===== src/rtl/fft_pkg.sv =====
`default_nettype none
// +----------------------------------------------------------------------+
// | Module  : fft_pkg                                                     |
// | Purpose : Shared constants, bank-state encoding and index bit-reverse |
// |           helper for the FFT front-end blocks.                        |
// | Revision: 1.0  initial release                                        |
// +----------------------------------------------------------------------+
package fft_pkg;

  localparam int FFT_N      = 8;
  localparam int FFT_LOG2N  = 3;
  localparam int FFT_DATA_W = 8;

  // Life cycle of one frame bank: written up to full, then read out.
  typedef enum logic [1:0] {
    BANK_EMPTY    = 2'd0,
    BANK_FILLING  = 2'd1,
    BANK_FULL     = 2'd2,
    BANK_DRAINING = 2'd3
  } bank_state_e;

  // Reverse the low 'width' bits of idx. Reversing the whole word and then
  // shifting right keeps the function independent of the frame length.
  function automatic logic [31:0] bitrev(input logic [31:0] idx,
                                         input int unsigned width);
    logic [31:0] r;
    r = {<<{idx}};
    return r >> (32 - width);
  endfunction

endpackage : fft_pkg
`default_nettype wire


===== src/rtl/fft_frame_bank.sv =====
`default_nettype none
// +----------------------------------------------------------------------+
// | Module  : fft_frame_bank                                              |
// | Purpose : One N-entry sample bank with its EMPTY/FILLING/FULL/        |
// |           DRAINING state register.                                    |
// | Ports   : clk, clear_n        clock, async active-low clear           |
// |           wr_en_i/wr_idx_i/wr_data_i/wr_last_i   write port           |
// |           rd_en_i/rd_last_i   read transfer strobes                   |
// |           rd_addr_i/rd_data_o combinational read port                 |
// |           state_o             current bank state                      |
// | Revision: 1.0  initial release                                        |
// +----------------------------------------------------------------------+
module fft_frame_bank
  import fft_pkg::*;
#(
  parameter  int DATA_W = FFT_DATA_W,
  parameter  int N      = FFT_N,
  localparam int LOG2N  = $clog2(N)
) (
  input  logic              clk,
  input  logic              clear_n,
  input  logic              wr_en_i,
  input  logic [LOG2N-1:0]  wr_idx_i,
  input  logic [DATA_W-1:0] wr_data_i,
  input  logic              wr_last_i,
  input  logic              rd_en_i,
  input  logic              rd_last_i,
  input  logic [LOG2N-1:0]  rd_addr_i,
  output logic [1:0]        state_o,
  output logic [DATA_W-1:0] rd_data_o
);

  bank_state_e       state_q, state_d;
  logic [DATA_W-1:0] mem_q [N];

  always_ff @(posedge clk or negedge clear_n) begin
    if (!clear_n) begin
      state_q <= BANK_EMPTY;
    end else begin
      state_q <= state_d;
    end
  end

  always_comb begin
    state_d = state_q;
    unique case (state_q)
      BANK_EMPTY:    if (wr_en_i) state_d = wr_last_i ? BANK_FULL : BANK_FILLING;
      BANK_FILLING:  if (wr_en_i && wr_last_i) state_d = BANK_FULL;
      BANK_FULL:     if (rd_en_i) state_d = rd_last_i ? BANK_EMPTY : BANK_DRAINING;
      BANK_DRAINING: if (rd_en_i && rd_last_i) state_d = BANK_EMPTY;
      default:       state_d = BANK_EMPTY;
    endcase
  end

  // Storage is cleared too, so out_data reads 0 after a clear.
  always_ff @(posedge clk or negedge clear_n) begin
    if (!clear_n) begin
      for (int i = 0; i < N; i++) begin
        mem_q[i] <= '0;
      end
    end else if (wr_en_i) begin
      mem_q[wr_idx_i] <= wr_data_i;
    end
  end

  assign state_o   = state_q;
  assign rd_data_o = mem_q[rd_addr_i];

endmodule : fft_frame_bank
`default_nettype wire


===== src/rtl/fft_input_framer.sv =====
`default_nettype none
// +----------------------------------------------------------------------+
// | Module  : fft_input_framer                                            |
// | Purpose : Ping-pong framer ahead of the FFT. Collects N samples per   |
// |           bank and replays each full frame with SOF/EOF markers.      |
// | Ports   : clk, clear_n                 clock, async active-low clear  |
// |           in_valid/in_ready/in_data    sample input handshake         |
// |           out_valid/out_ready/out_data frame output handshake         |
// |           out_sof/out_eof              frame markers (valid-qualified)|
// | Build   : FFT_FRAMER_BITREV_EN defined -> read order is bit-reversed; |
// |           undefined -> natural order.                                 |
// | Revision: 1.0  initial release                                        |
// +----------------------------------------------------------------------+
module fft_input_framer
  import fft_pkg::*;
#(
  parameter  int DATA_W = FFT_DATA_W,
  parameter  int N      = FFT_N,
  localparam int LOG2N  = $clog2(N)
) (
  input  logic              clk,
  input  logic              clear_n,
  input  logic              in_valid,
  output logic              in_ready,
  input  logic [DATA_W-1:0] in_data,
  output logic              out_valid,
  input  logic              out_ready,
  output logic [DATA_W-1:0] out_data,
  output logic              out_sof,
  output logic              out_eof
);

  localparam logic [LOG2N-1:0] LAST_IDX = LOG2N'(N - 1);

  logic             wr_bank_q, wr_bank_d;
  logic [LOG2N-1:0] wr_idx_q,  wr_idx_d;
  logic             rd_bank_q, rd_bank_d;
  logic [LOG2N-1:0] rd_idx_q,  rd_idx_d;

  logic [1:0]        bank_state   [2];
  logic [DATA_W-1:0] bank_rd_data [2];

  logic             wr_fire, wr_last;
  logic             rd_fire, rd_last;
  logic [LOG2N-1:0] rd_addr;

  // A bank is either being written or being read, never both, so the
  // write and read pointers can safely land on the same bank index.
  assign in_ready  = (bank_state[wr_bank_q] == BANK_EMPTY) ||
                     (bank_state[wr_bank_q] == BANK_FILLING);
  assign out_valid = (bank_state[rd_bank_q] == BANK_FULL) ||
                     (bank_state[rd_bank_q] == BANK_DRAINING);

  assign wr_fire = in_valid && in_ready;
  assign wr_last = (wr_idx_q == LAST_IDX);
  assign rd_fire = out_valid && out_ready;
  assign rd_last = (rd_idx_q == LAST_IDX);

`ifdef FFT_FRAMER_BITREV_EN
  assign rd_addr = LOG2N'(bitrev(32'(rd_idx_q), LOG2N));
`else
  assign rd_addr = rd_idx_q;
`endif

  for (genvar b = 0; b < 2; b++) begin : g_bank
    fft_frame_bank #(
      .DATA_W (DATA_W),
      .N      (N)
    ) u_bank (
      .clk       (clk),
      .clear_n   (clear_n),
      .wr_en_i   (wr_fire && (wr_bank_q == 1'(b))),
      .wr_idx_i  (wr_idx_q),
      .wr_data_i (in_data),
      .wr_last_i (wr_last),
      .rd_en_i   (rd_fire && (rd_bank_q == 1'(b))),
      .rd_last_i (rd_last),
      .rd_addr_i (rd_addr),
      .state_o   (bank_state[b]),
      .rd_data_o (bank_rd_data[b])
    );
  end

  assign out_data = bank_rd_data[rd_bank_q];
  assign out_sof  = (rd_idx_q == '0);
  assign out_eof  = rd_last;

  // N is a power of two, so the index increments wrap to 0 on their own.
  always_comb begin
    wr_idx_d  = wr_idx_q;
    wr_bank_d = wr_bank_q;
    rd_idx_d  = rd_idx_q;
    rd_bank_d = rd_bank_q;
    if (wr_fire) begin
      wr_idx_d = wr_idx_q + LOG2N'(1);
      if (wr_last) wr_bank_d = ~wr_bank_q;
    end
    if (rd_fire) begin
      rd_idx_d = rd_idx_q + LOG2N'(1);
      if (rd_last) rd_bank_d = ~rd_bank_q;
    end
  end

  always_ff @(posedge clk or negedge clear_n) begin
    if (!clear_n) begin
      wr_idx_q  <= '0;
      wr_bank_q <= 1'b0;
      rd_idx_q  <= '0;
      rd_bank_q <= 1'b0;
    end else begin
      wr_idx_q  <= wr_idx_d;
      wr_bank_q <= wr_bank_d;
      rd_idx_q  <= rd_idx_d;
      rd_bank_q <= rd_bank_d;
    end
  end

endmodule : fft_input_framer
`default_nettype wire


===== config.mk =====
export PLATFORM = sky130hd
export DESIGN_NAME = fft_input_framer
export DESIGN_NICKNAME = d
export VERILOG_FILES = /design/src/rtl/fft_pkg.sv /design/src/rtl/fft_frame_bank.sv /design/src/rtl/fft_input_framer.sv
export SDC_FILE = /design/constraint.sdc
export NUM_CORES = 1
export LEC_CHECK = 0
export BUFFER_PORTS_ARGS = -buffer_cell sky130_fd_sc_hd__buf_2
export CORE_AREA = 2 2 123 125
export CTS_CLUSTER_DIAMETER = 100
export DETAILED_ROUTE_END_ITERATION = 10
export DIE_AREA = 0 0 125 127
export PLACE_DENSITY = 0.68
export SETUP_SLACK_MARGIN = 0.5
export SYNTH_ARGS = -nofsm -noshare
export SYNTH_HDL_FRONTEND = slang
export SYNTH_SLANG_ARGS = --single-unit

===== constraint.sdc =====
create_clock -name clk -period 1.9 [get_ports clk]
set_input_delay 0.38 -clock clk [delete_from_list [all_inputs] [get_ports clk]]
set_output_delay 0.38 -clock clk [all_outputs]
set_load 0.005 [all_outputs]

==> flow_summary_export.csv <==
group,metric,value,unit
worst_setup_path,cp_slowest_stage_delay,0.52,ns
grt,grt_pass1_wl,26570,µm
timing,fin_ws,-0.5524,ns
clock_tree,cts_buffers,17,
worst_setup_path,cp_slowest_cell,"dfrtp_2",
worst_setup_path,path_cells,"buf_12, buf_16, a2111oi_1, o31ai_2, buf_2",
layout,fin_cells,701,
worst_setup_path,cp.required,1.52,ns
timing,hold_viol,0,
placement,io_buffers,23,
floorplan,core_area,0.01442,mm²
layout,fill_cells,1057,
worst_setup_path,r2r_setup_slack,0.18,ns
flow_run,maxCapViolCount,0,
detailed_routing,wire_per_inst,24.10,µm
synthesis,syn-num-nets,451,
worst_setup_path,crit_buf_inv,3,
floorplan,die_h,127,µm
timing,fin_crit,2.452,ns
grt,antenna_found_initial,0,
timing,setup_viol,10,
worst_setup_path,crit_path_start_kind,"flip-flop",
outcome,status,"complete, but fails checks",
grt,grt_overflow,0,
layout,multi_input_area,0.003736,mm²
worst_setup_path,crit_family,"compound AO/OA/AOI/OAI gates",
timing,finClkSkew,0.007973,ns
layout,drive_gt1_share,64.80,%
outcome,violations,"negative setup slack",
layout,ff_latch_area,0.003465,mm²
synthesis,synth_edf_count,0,
placement,dpl.hpwl,10070,µm
synthesis,ys_ff_latch,138,
floorplan,initial_core_util,44.85,%
placement,place_ws,-0.05165,ns
synthesis,syn_area_per_cell,14.90,µm²
clock_tree,cts.htree.levels,4,
layout,area_growth,36.73,%
clock_tree,cts_max_path_buffers,2,
worst_setup_path,endpoint_kind,"primary output",
floorplan,rows,44,
synthesis,synth_area,0.006469,mm²
layout,mostFrequentLayoutCells,"133 x mux2_4, 129 x dfrtp_1, 22 x buf_4",
detailed_routing,vias_per_cell,5.757,
timing,period_share,129.1,%
worst_setup_path,worst-setup-path-type,"reg -> out",
detailed_routing,drtIter0Drc,232,
timing,tightest_slew,0.5530,ns
floorplan,die-area,0.01588,mm²
detailed_routing,detail-route-antenna-nets,0,
synthesis,ys_warn_count,0,
clock_tree,cts-root-buf,"clkbuf_16",
layout,fin_area,0.008845,mm²
synthesis,synth_cell_type_count,34,
clock_tree,cts_tree,"yes",
grt,grt_use_total,21.90,%
timing,max_slew_margin,63.04,%
pwr,p_leak,4.237,nW
pwr,p_per_area,1648,mW/mm²
timing,maxSlewViolCount,0,
layout,final_common_cell,"mux2_4",
pwr,power,0.01458,W
placement,gp_congestion,0.8007,
placement,place_inst,645,
floorplan,pin_count,24,
layout,finalNetCount,521,
synthesis,ys_async_sr_fraction,100.0,%
synthesis,synth_seq_area_share,53.38,%
placement,placed_area,0.007129,mm²
worst_setup_path,worst-path-max-fanout,10,
grt,grt_max_degree,48,
clock_tree,clock_latency,0.42,ns
grt,grt_pass1_vias,4495,
clock_tree,clk_pin_slew,0.06,ns
pwr,ir_worst_vdd,0.9132,mV
hold_path,min-delay-path-class,"in -> reg",
detailed_routing,vias,4036,
detailed_routing,wl,16890,µm
timing,rsz0062_at_grt,"yes",
layout,n_antenna_cell,0,
timing,max_freq,407.8,MHz
detailed_routing,drcViolationCount,0,
detailed_routing,first_pass_iters,4,
clock_tree,clock_sinks,138,
synthesis,synthCells,434,
worst_setup_path,critical_path_arrival,2.07,ns
floorplan,die_w,125,µm
synthesis,synthFlopType,"dfrtp_1",
metal layers:
layer	part of all wire [%]	track usage, %
met3	3.0	5.611
met5	0	0
met1	45	29.01
met2	51	36.06
met4	1.0	6.340
cell type report:
class	instances	area share, %
multi-input cells	264	42.24
clock buffers	27	5.913
flip-flops and latches	138	39.17
repair buffers	77	8.813
clock inverters	5	0.9195
well taps	184	2.603
inverters	6	0.3395
registers in the layout, indices dropped and copies added (netlist names):
name                   cells
rd_bank_q                  1
g_bank.u_bank.mem_q      128
wr_bank_q                  1
rd_addr                    3
g_bank.u_bank.state_o      2
wr_idx_q                   3
through the flow:
| stage | hold WS (ns) | util, % | TNS [ns] |
|---|---|---|---|
| after detailed placement | 0.3455 | 49.43 | -0.08164 |
| after CTS | 0.2544 | 59.04 | -3.806 |
| after floorplan | 0.08441 | - | 0 |
| final | 0.2687 | 61.32 | -4.164 |
| after global routing | 0.2756 | 61.32 | -4.790 |
| after global placement | 0.3395 | 49.43 | -0.01875 |
power by group:
part	total, W	switching (W)	internal [W]	leakage, nW
sequential	0.00473	0.000797	0.00393	1.79
clock	0.00334	0.00120	0.00214	0.294
combinational	0.00651	0.00263	0.00387	2.16
worst paths after layout:
check | from | endpoint | cells past startpoint
hold reg to reg | g_bank[0].u_bank.mem_q[59] | g_bank[0].u_bank.mem_q[59] | 1
setup reg to reg | wr_bank_q | g_bank[1].u_bank.mem_q[4] | 5
setup / recovery | rd_addr[1] | out_data[4] | 5
hold / removal | out_ready | rd_bank_q | 3
max in group asynchronous | clear_n | rd_addr[1] | 3
min in group asynchronous | clear_n | g_bank[1].u_bank.mem_q[39] | 2
tightest hold or removal path, stage by stage:
cell	delay, ns
buf_2	0.12
nand3_1	0.09
xnor2_1	0.06
logic make-up (layout without fill, tap and decap cells):
| family | Yosys count | in the layout | synth area share [%] |
|---|---|---|---|
| compound gates | 30 | 30 | 3.192 |
| buf+inv | 32 | 115 | 2.669 |
| flops | 138 | 138 | 53.38 |
| xor+xnor | 4 | 4 | 0.5415 |
| simple gates | 45 | 45 | 4.487 |
| fa+ha+maj | 5 | 5 | 0.9671 |
| mux | 180 | 180 | 34.76 |
repair_timing:
| item | CTS | global route |
|---|---|---|
| hold buffers | 1 | 0 |
| gates resized for setup | 156 | 50 |
| endpoints found under the setup margin | 145 | 147 |
| pin swaps | 17 | 12 |
| gates cloned | 1 | 2 |
| setup buffers | 11 | 9 |
| hold endpoints to repair | 42 | 0 |
synthesized netlist by cell type (all sizes together), types with 4 or more instances:
cell    count  area share [%]
nor2        7            0.41
a21o        5            0.58
clkbuf     10            0.58
and3        5            0.56
dfrtp     138              53
buf        16             1.7
o22ai      13             1.3
xnor2       4            0.54
mux4       21             7.3
o21ai       4            0.31
mux2i      12             1.9
nor2b       5            0.48
inv         6            0.35
ha          5            0.97
mux2      147              26
nand2      15            0.99
(Power assumes the default switching activity.)
